$ cat config.mk
export PLATFORM = sky130hd
export DESIGN_NAME = alu_seq_ctrl_flat
export DESIGN_NICKNAME = d
export VERILOG_FILES = /design/src/rtl/alu_pkg.sv /design/src/rtl/alu_seq_ctrl_if.sv /design/src/rtl/alu_ref_model.sv /design/src/rtl/alu_seq_ctrl.sv /design/src/flat_wrapper.sv
export SDC_FILE = /design/constraint.sdc
export NUM_CORES = 1
export LEC_CHECK = 0
export ABC_AREA = 0
export CORE_ASPECT_RATIO = 1.5
export CORE_MARGIN = 3
export CORE_UTILIZATION = 47
export DETAILED_ROUTE_END_ITERATION = 10
export GPL_TIMING_DRIVEN = 1
export PLACE_DENSITY = 0.84
export SLEW_MARGIN = 0
export SYNTH_ARGS = -nofsm -noshare
export SYNTH_HDL_FRONTEND = slang
export SYNTH_SLANG_ARGS = --single-unit
export TNS_END_PERCENT = 10
$ cat constraint.sdc
create_clock -name clk -period 3.4 [get_ports clk]
set_input_delay 0.34 -clock clk [delete_from_list [all_inputs] [get_ports clk]]
set_output_delay 0.34 -clock clk [all_outputs]
set_load 0.02 [all_outputs]
$ cat src/rtl/alu_pkg.sv
// Shared definitions for the ALU sequencer: op codes, result-flag bit
// positions and the sequencer FSM state type.
package alu_pkg;

  localparam int unsigned OPND_W = 4;
  localparam int unsigned RES_W  = 5;
  localparam int unsigned FLG_W  = 3;
  localparam int unsigned SET_W  = 4;

  typedef enum logic [1:0] {
    OP_ADD = 2'b00,
    OP_SUB = 2'b01,
    OP_CMP = 2'b10,
    OP_AND = 2'b11
  } alu_op_e;

  // Bit positions inside the {AGB,AEB,ALB} flag vector
  localparam int unsigned FLG_AGB = 2;
  localparam int unsigned FLG_AEB = 1;
  localparam int unsigned FLG_ALB = 0;

  typedef enum logic [1:0] {
    IDLE  = 2'd0,
    ISSUE = 2'd1,
    RESP  = 2'd2
  } seq_state_e;

endpackage

$ cat src/rtl/alu_seq_ctrl_if.sv
// Request/response handshake bundle of the ALU sequencer.
//   req_valid/req_ready, req_op, req_a, req_b : operation request
//   rsp_valid/rsp_ready, rsp_y, rsp_flags     : captured result
// master = requester/consumer, slave = sequencer.
interface alu_seq_ctrl_if;
  import alu_pkg::*;

  logic                 req_valid;
  logic                 req_ready;
  logic [1:0]           req_op;
  logic [OPND_W-1:0]    req_a;
  logic [OPND_W-1:0]    req_b;
  logic                 rsp_valid;
  logic                 rsp_ready;
  logic [RES_W-1:0]     rsp_y;
  logic [FLG_W-1:0]     rsp_flags;

  modport master (
    output req_valid, req_op, req_a, req_b, rsp_ready,
    input  req_ready, rsp_valid, rsp_y, rsp_flags
  );

  modport slave (
    input  req_valid, req_op, req_a, req_b, rsp_ready,
    output req_ready, rsp_valid, rsp_y, rsp_flags
  );

endinterface

$ cat src/rtl/alu_ref_model.sv
// Combinational expected-result model of the external ALU.
//   op, a, b : operation and unsigned operands
//   y, flags : expected result and {AGB,AEB,ALB}
module alu_ref_model
  import alu_pkg::*;
(
  input  logic [1:0]        op,
  input  logic [OPND_W-1:0] a,
  input  logic [OPND_W-1:0] b,
  output logic [RES_W-1:0]  y,
  output logic [FLG_W-1:0]  flags
);

  always_comb begin
    y = '0;
    case (alu_op_e'(op))
      OP_ADD:  y = RES_W'({1'b0, a}) + RES_W'({1'b0, b});
      OP_SUB:  y = RES_W'({1'b0, a}) - RES_W'({1'b0, b});
      OP_CMP:  y = '0;
      OP_AND:  y = RES_W'({1'b0, a & b});
      default: y = '0;
    endcase
  end

  // Flags are the unsigned comparison regardless of op
  always_comb begin
    flags          = '0;
    flags[FLG_AGB] = (a > b);
    flags[FLG_AEB] = (a == b);
    flags[FLG_ALB] = (a < b);
  end

endmodule

$ cat src/rtl/alu_seq_ctrl.sv
// ALU sequencer: accepts one operation, drives it to an external
// combinational ALU for SETTLE_CYCLES cycles, captures the result and
// holds it until the consumer takes it.
//   clk, rst          : clock, synchronous active-high reset
//   bus (slave)       : request/response handshake bundle
//   alu_S/A/B/enable  : registered drive to the ALU
//   alu_Y, alu_AGB/AEB/ALB : ALU result inputs
//   ops_done          : completed-operation count (wraps)
//   err_sticky, err_count : only with ALU_SEQ_SCOREBOARD_EN defined;
//                       result mismatch against the built-in reference
module alu_seq_ctrl
  import alu_pkg::*;
#(
  parameter int unsigned SETTLE_CYCLES = 1,
  parameter int unsigned CNT_W         = 8
) (
  input  logic              clk,
  input  logic              rst,
  alu_seq_ctrl_if.slave     bus,
  output logic [1:0]        alu_S,
  output logic              alu_enable,
  output logic [OPND_W-1:0] alu_A,
  output logic [OPND_W-1:0] alu_B,
  input  logic [RES_W-1:0]  alu_Y,
  input  logic              alu_AGB,
  input  logic              alu_AEB,
  input  logic              alu_ALB,
  output logic [CNT_W-1:0]  ops_done
`ifdef ALU_SEQ_SCOREBOARD_EN
  ,
  output logic              err_sticky,
  output logic [CNT_W-1:0]  err_count
`endif
);

  seq_state_e       state;
  logic [SET_W-1:0] settle_cnt;
  logic             capture_c;
  logic [FLG_W-1:0] flags_in_c;

  assign capture_c  = (state == ISSUE) && (settle_cnt == SET_W'(SETTLE_CYCLES - 1));
  assign flags_in_c = {alu_AGB, alu_AEB, alu_ALB};

  // Sequencer FSM with all outputs registered
  always_ff @(posedge clk) begin
    if (rst) begin
      state         <= IDLE;
      settle_cnt    <= '0;
      bus.req_ready <= 1'b1;
      bus.rsp_valid <= 1'b0;
      bus.rsp_y     <= '0;
      bus.rsp_flags <= '0;
      alu_S         <= '0;
      alu_A         <= '0;
      alu_B         <= '0;
      alu_enable    <= 1'b0;
      ops_done      <= '0;
    end else begin
      case (state)
        IDLE: begin
          if (bus.req_valid && bus.req_ready) begin
            alu_S         <= bus.req_op;
            alu_A         <= bus.req_a;
            alu_B         <= bus.req_b;
            alu_enable    <= 1'b1;
            bus.req_ready <= 1'b0;
            settle_cnt    <= '0;
            state         <= ISSUE;
          end
        end
        ISSUE: begin
          if (capture_c) begin
            bus.rsp_y     <= alu_Y;
            bus.rsp_flags <= flags_in_c;
            bus.rsp_valid <= 1'b1;
            alu_enable    <= 1'b0;
            settle_cnt    <= '0;
            state         <= RESP;
          end else begin
            settle_cnt <= settle_cnt + SET_W'(1);
          end
        end
        RESP: begin
          // req_ready returns only on the next cycle: no bypass
          if (bus.rsp_valid && bus.rsp_ready) begin
            bus.rsp_valid <= 1'b0;
            bus.req_ready <= 1'b1;
            ops_done      <= ops_done + CNT_W'(1);
            state         <= IDLE;
          end
        end
        default: state <= IDLE;
      endcase
    end
  end

`ifdef ALU_SEQ_SCOREBOARD_EN
  logic [RES_W-1:0] exp_y_c;
  logic [FLG_W-1:0] exp_flags_c;

  alu_ref_model u_ref (
    .op    (alu_S),
    .a     (alu_A),
    .b     (alu_B),
    .y     (exp_y_c),
    .flags (exp_flags_c)
  );

  // Mismatch is registered on the capture edge, visible with rsp_valid
  always_ff @(posedge clk) begin
    if (rst) begin
      err_sticky <= 1'b0;
      err_count  <= '0;
    end else if (capture_c && ({alu_Y, flags_in_c} != {exp_y_c, exp_flags_c})) begin
      err_sticky <= 1'b1;
      if (err_count != {CNT_W{1'b1}}) begin
        err_count <= err_count + CNT_W'(1);
      end
    end
  end
`endif

endmodule

$ cat src/flat_wrapper.sv
// flat-port wrapper written by rule: the top's interface ports become plain ports
module alu_seq_ctrl_flat import alu_pkg::*;
#(
  parameter int unsigned SETTLE_CYCLES = 1,
  parameter int unsigned CNT_W         = 8
)
  (clk, rst, alu_S, alu_enable, alu_A, alu_B, alu_Y, alu_AGB, alu_AEB, alu_ALB, ops_done, bus_req_valid, bus_req_op, bus_req_a, bus_req_b, bus_rsp_ready, bus_req_ready, bus_rsp_valid, bus_rsp_y, bus_rsp_flags);
  alu_seq_ctrl_if bus_i ();
  input  logic clk;
  input  logic rst;
  output logic [1:0] alu_S;
  output logic alu_enable;
  output logic [OPND_W-1:0] alu_A;
  output logic [OPND_W-1:0] alu_B;
  input  logic [RES_W-1:0] alu_Y;
  input  logic alu_AGB;
  input  logic alu_AEB;
  input  logic alu_ALB;
  output logic [CNT_W-1:0] ops_done;
  input wire logic [$bits(bus_i.req_valid)-1:0] bus_req_valid;
  input wire logic [$bits(bus_i.req_op)-1:0] bus_req_op;
  input wire logic [$bits(bus_i.req_a)-1:0] bus_req_a;
  input wire logic [$bits(bus_i.req_b)-1:0] bus_req_b;
  input wire logic [$bits(bus_i.rsp_ready)-1:0] bus_rsp_ready;
  output wire logic [$bits(bus_i.req_ready)-1:0] bus_req_ready;
  output wire logic [$bits(bus_i.rsp_valid)-1:0] bus_rsp_valid;
  output wire logic [$bits(bus_i.rsp_y)-1:0] bus_rsp_y;
  output wire logic [$bits(bus_i.rsp_flags)-1:0] bus_rsp_flags;
  assign bus_i.req_valid = bus_req_valid;
  assign bus_i.req_op = bus_req_op;
  assign bus_i.req_a = bus_req_a;
  assign bus_i.req_b = bus_req_b;
  assign bus_i.rsp_ready = bus_rsp_ready;
  assign bus_req_ready = bus_i.req_ready;
  assign bus_rsp_valid = bus_i.rsp_valid;
  assign bus_rsp_y = bus_i.rsp_y;
  assign bus_rsp_flags = bus_i.rsp_flags;
  alu_seq_ctrl #(.SETTLE_CYCLES(SETTLE_CYCLES), .CNT_W(CNT_W)) u_core (.clk(clk), .rst(rst), .bus(bus_i), .alu_S(alu_S), .alu_enable(alu_enable), .alu_A(alu_A), .alu_B(alu_B), .alu_Y(alu_Y), .alu_AGB(alu_AGB), .alu_AEB(alu_AEB), .alu_ALB(alu_ALB), .ops_done(ops_done));
endmodule
==> run_results.csv <==
group,metric,value,unit
worst_hold_path,min-delay-path-class,"reg -> reg",
route,drt-wirelength-per-cell,14.54,um
worst_setup_path,crit_path_max_fanout,6,
die,initial_utilization,0.4940,
placement,gpl.final_weighted_congestion,0.7629,
grt,globalRouteOverflowTotal,0,
worst_setup_path,worstPathArrival,1370,ps
clocking,cts_tree,"yes",
clocking,clock-sinks,35,
die,row_count,24,
route,antenna_left,0,
clocking,tritoncts.num_buffers,5,
clocking,clk_latency,290,ps
worst_setup_path,cp_num_buf_inv,1,
placement,io_buf_count,50,
worst_setup_path,ordered_list_of_cells_on_the_worst_path,"clkdlybuf4s50_1",
die,die-width,51.18,um
die,die_h,73.77,um
worst_setup_path,cp_top_family,"buffers and inverters",
timing,tightestPinTransition,656.3,ps
worst_setup_path,required_time_at_the_endpoint_of_the_critical_path,3060,ps
placement,place_worst_setup_slack,1467,ps
die,core_box_area,0.002913,mm2
status,status,"completed",
power_and_ir_drop,internal_power,0.7208,mW
power_and_ir_drop,switching_share,0.2544,
grt,pin_count_of_the_biggest_net_entering_global_routing,22,
worst_setup_path,setup_crit_end_kind,"output pin",
route,avg_vias_per_cell,5.461,
timing,timing.final.crit_share,0.5017,
power_and_ir_drop,power.density,467.9,mW/mm2
clocking,hold_buffers,0,
final_layout,final_stage_net_count,241,
power_and_ir_drop,p_sw,0.2459,mW
placement,dpl.hpwl,2530,um
synth,avgSynthCellArea,8.565,um2
timing,setup_viol_count_final,0,
grt,initial_antenna_violation_count,0,
power_and_ir_drop,p_leak,0.7318,nW
timing,final_hold_viol_count,0,
grt,number_of_global_route_vias_before_repair,1397,
synth,total_of_flip_flops_plus_latches_after_synthesis,35,
synth,yosysSeqAreaShare,0.4870,
clocking,clock-root-buffer,"clkbuf_8",
power_and_ir_drop,max-vdd-ir-drop,0.0003591,V
power_and_ir_drop,p_seq_frac,0.462,
synth,yosys.area.top_type,"dfxtp_1",
route,wirelength,3723,um
die,die_area,0.003775,mm2
timing,grt_setup_unrepaired,"no",
clocking,post-cts-setup-buffer-count,0,
worst_setup_path,timing_worst_setup_path_type,"reg -> out",
job,timing.max_cap.violations,0,
power_and_ir_drop,p_clk_frac,0.386,
worst_hold_path,hold_path.startpoint,"u_core.alu_B[0]",
power_and_ir_drop,share_comb_of_total_power,0.153,
timing,worst_slack_setup_final,1694,ps
timing,final_period_minus_worst_setup_slack,1706,ps
timing,worst_clock_skew,11.25,ps
worst_setup_path,timing.critical_path.slowest_cell_delay,650,ps
final_layout,antenna_cells_inserted,0,
route,dr_total_vias,1398,
final_layout,fillerInstances,237,
timing,timing.setup.tns,0,ps
synth,mappedNetlistArea,0.001439,mm2
synth,synth_largest_type_area_fraction,0.4870,
synth,synth_cell_types,31,
clocking,cts_resized,0,
final_layout,drive_gt1_frac,0.06452,
final_layout,final_util,0.7092,
route,drt-pass1-iter-count,4,
worst_setup_path,worstSetupStartpoint,"u_core.ops_done[3]",
grt,grt_pass1_wl,6210,um
worst_setup_path,rr_startpoint,"u_core.settle_cnt[0]",
worst_setup_path,worstSetupStartpointType,"register",
worst_setup_path,critical_path.slowest_cell,"clkdlybuf4s50_1",
timing,max_transition_viols_final,0,
die,ioPinCount,51,
clocking,htree_num_levels,2,
synth,netlist_instances,168,
timing,fmax,0.5862,GHz
final_layout,syn_to_final_growth,43.57,%
synth,synth.area.top_cells,"dfxtp_1 49%, a21oi_1 10%, nand2_1 7.0%",
grt,track_usage,0.2139,
timing,slew_headroom,0.5606,
clocking,clock_path_buffers,2,
synth,synth-warning-count,0,
route,drcViolationCount,0,
synth,postSynthNetCount,193,
route,drt_iter0_drc,37,
clocking,clk_pin_slew_worst_paths,70,ps
-- sequential cells by signal, indices dropped and copies added, names as in the netlist --
name and count:
u_core.ops_done 8, u_core.bus.rsp_y 5, u_core.alu_A 4, u_core.alu_B 4, u_core.settle_cnt 4, u_core.bus.rsp_flags 3
u_core.alu_S 2, u_core.state 2, u_core.alu_enable 1, u_core.bus.req_ready 1, u_core.bus.rsp_valid 1
-- cell usage after synthesis (all sizes together) --
| cell | count |
|---|---|
| dfxtp | 35 |
| a21oi | 30 |
| nand2 | 27 |
| nand3 | 13 |
| o21ai | 12 |
| inv | 6 |
| buf | 5 |
| clkbuf | 5 |
| or4 | 5 |
| o31ai | 4 |
| ha | 3 |
| nor2 | 3 |
| a211oi | 2 |
| or3 | 2 |
| and2b | 1 |
| and3b | 1 |
| and4bb | 1 |
| mux2 | 1 |
| mux2i | 1 |
| nand2b | 1 |
| nand3b | 1 |
| nand4 | 1 |
| nand4b | 1 |
| nand4bb | 1 |
| nor2b | 1 |
| nor3 | 1 |
| nor3b | 1 |
| nor4 | 1 |
| or3b | 1 |
| xor2 | 1 |
-- power groups by stage --
stage / clock [mW] / combinational, mW / sequential (mW)
after detailed placement: 0 / 0.147 / 0.455
after floorplan: 0 / 0.0521 / 0.476
after global placement: 0 / 0.142 / 0.454
final: 0.373 / 0.148 / 0.446
after global routing: 0.398 / 0.159 / 0.449
after CTS: 0.377 / 0.149 / 0.446
-- area by class of cell --
| cell class | count | area, um2 | share of cell area |
|---|---|---|---|
| clock buffer | 5 | 68.82 | 0.03331 |
| clock inverter | 3 | 43.79 | 0.02120 |
| inverter | 6 | 22.52 | 0.01090 |
| multi-input combinational | 117 | 673.1 | 0.3259 |
| sequential | 35 | 700.7 | 0.3392 |
| tap | 39 | 48.80 | 0.02362 |
| timing repair buffer | 51 | 508.0 | 0.2459 |
-- worst paths after layout --
check / slack (ps) / endpoint / depth (start not counted)
worst max-delay path: 1690 / ops_done[3] / 1
worst min-delay path: 450 / u_core.alu_B[0] / 2
worst max register to register: 1750 / u_core.settle_cnt[2] / 5
worst min register to register: 450 / u_core.alu_B[0] / 2
-- stage by stage --
step	std cells	cell area (um2)	total power, mW	hold slack [ps]
floorplan	168	1439	0.5282	476.0
global placement	248	1953	0.5961	442.7
detailed placement	248	1953	0.6017	446.9
CTS	256	2066	0.9719	456.7
global route	256	2066	1.006	469.3
finish	256	2066	0.9667	454.9
-- tightest hold or removal path, cell delays in order, from the launching register on --
cell and delay [ps]:
dfxtp_1 310, nand2_1 50, a21oi_1 50
-- cells by family after synthesis --
family / Yosys count / synth area share
AOI/OAI and AO/OA: 48 / 0.1774
adders and majority gates: 3 / 0.02609
and+or+nand+nor: 63 / 0.2435
DFF: 35 / 0.4870
buffers and inverters: 16 / 0.04522
xor gates and xnor gates: 1 / 0.006088
muxes: 2 / 0.01478
-- metal layers --
| layer | global-route usage | routed length (um) | part of all wire | up-vias |
|---|---|---|---|---|
| li1 | - | - | - | 693 |
| met1 | 0.2268 | 1391 | 0.37 | 662 |
| met2 | 0.3816 | 2070 | 0.56 | 37 |
| met3 | 0.06694 | 211 | 0.057 | 6 |
| met4 | 0.09281 | 48 | 0.013 | 0 |
| met5 | 0 | 0 | 0 | - |
-- cells in the final DEF (no fill, tap or decap) --
master            n
nand3b_1          1
dfxtp_1          35
nand4b_4          1
or3_1             2
nand4_1           1
or3b_2            1
inv_1             6
xor2_1            1
nand2b_1          1
clkbuf_8          5
and3b_1           1
nor2b_1           1
mux2i_1           1
mux2_2            1
and2b_1           1
or4_1             5
ha_1              3
nor3_1            1
a21oi_1          30
nand4bb_1         1
nand2_1          27
a211oi_1          2
clkinv_4          1
nor4_1            1
nor2_1            3
bufinv_16         1
nor3b_2           1
and4bb_2          1
buf_4             1
clkinv_2          1
nand3_1          13
clkdlybuf4s50_1  50
o21ai_0          12
o31ai_1           4
Power figures use the tool's default switching activity.
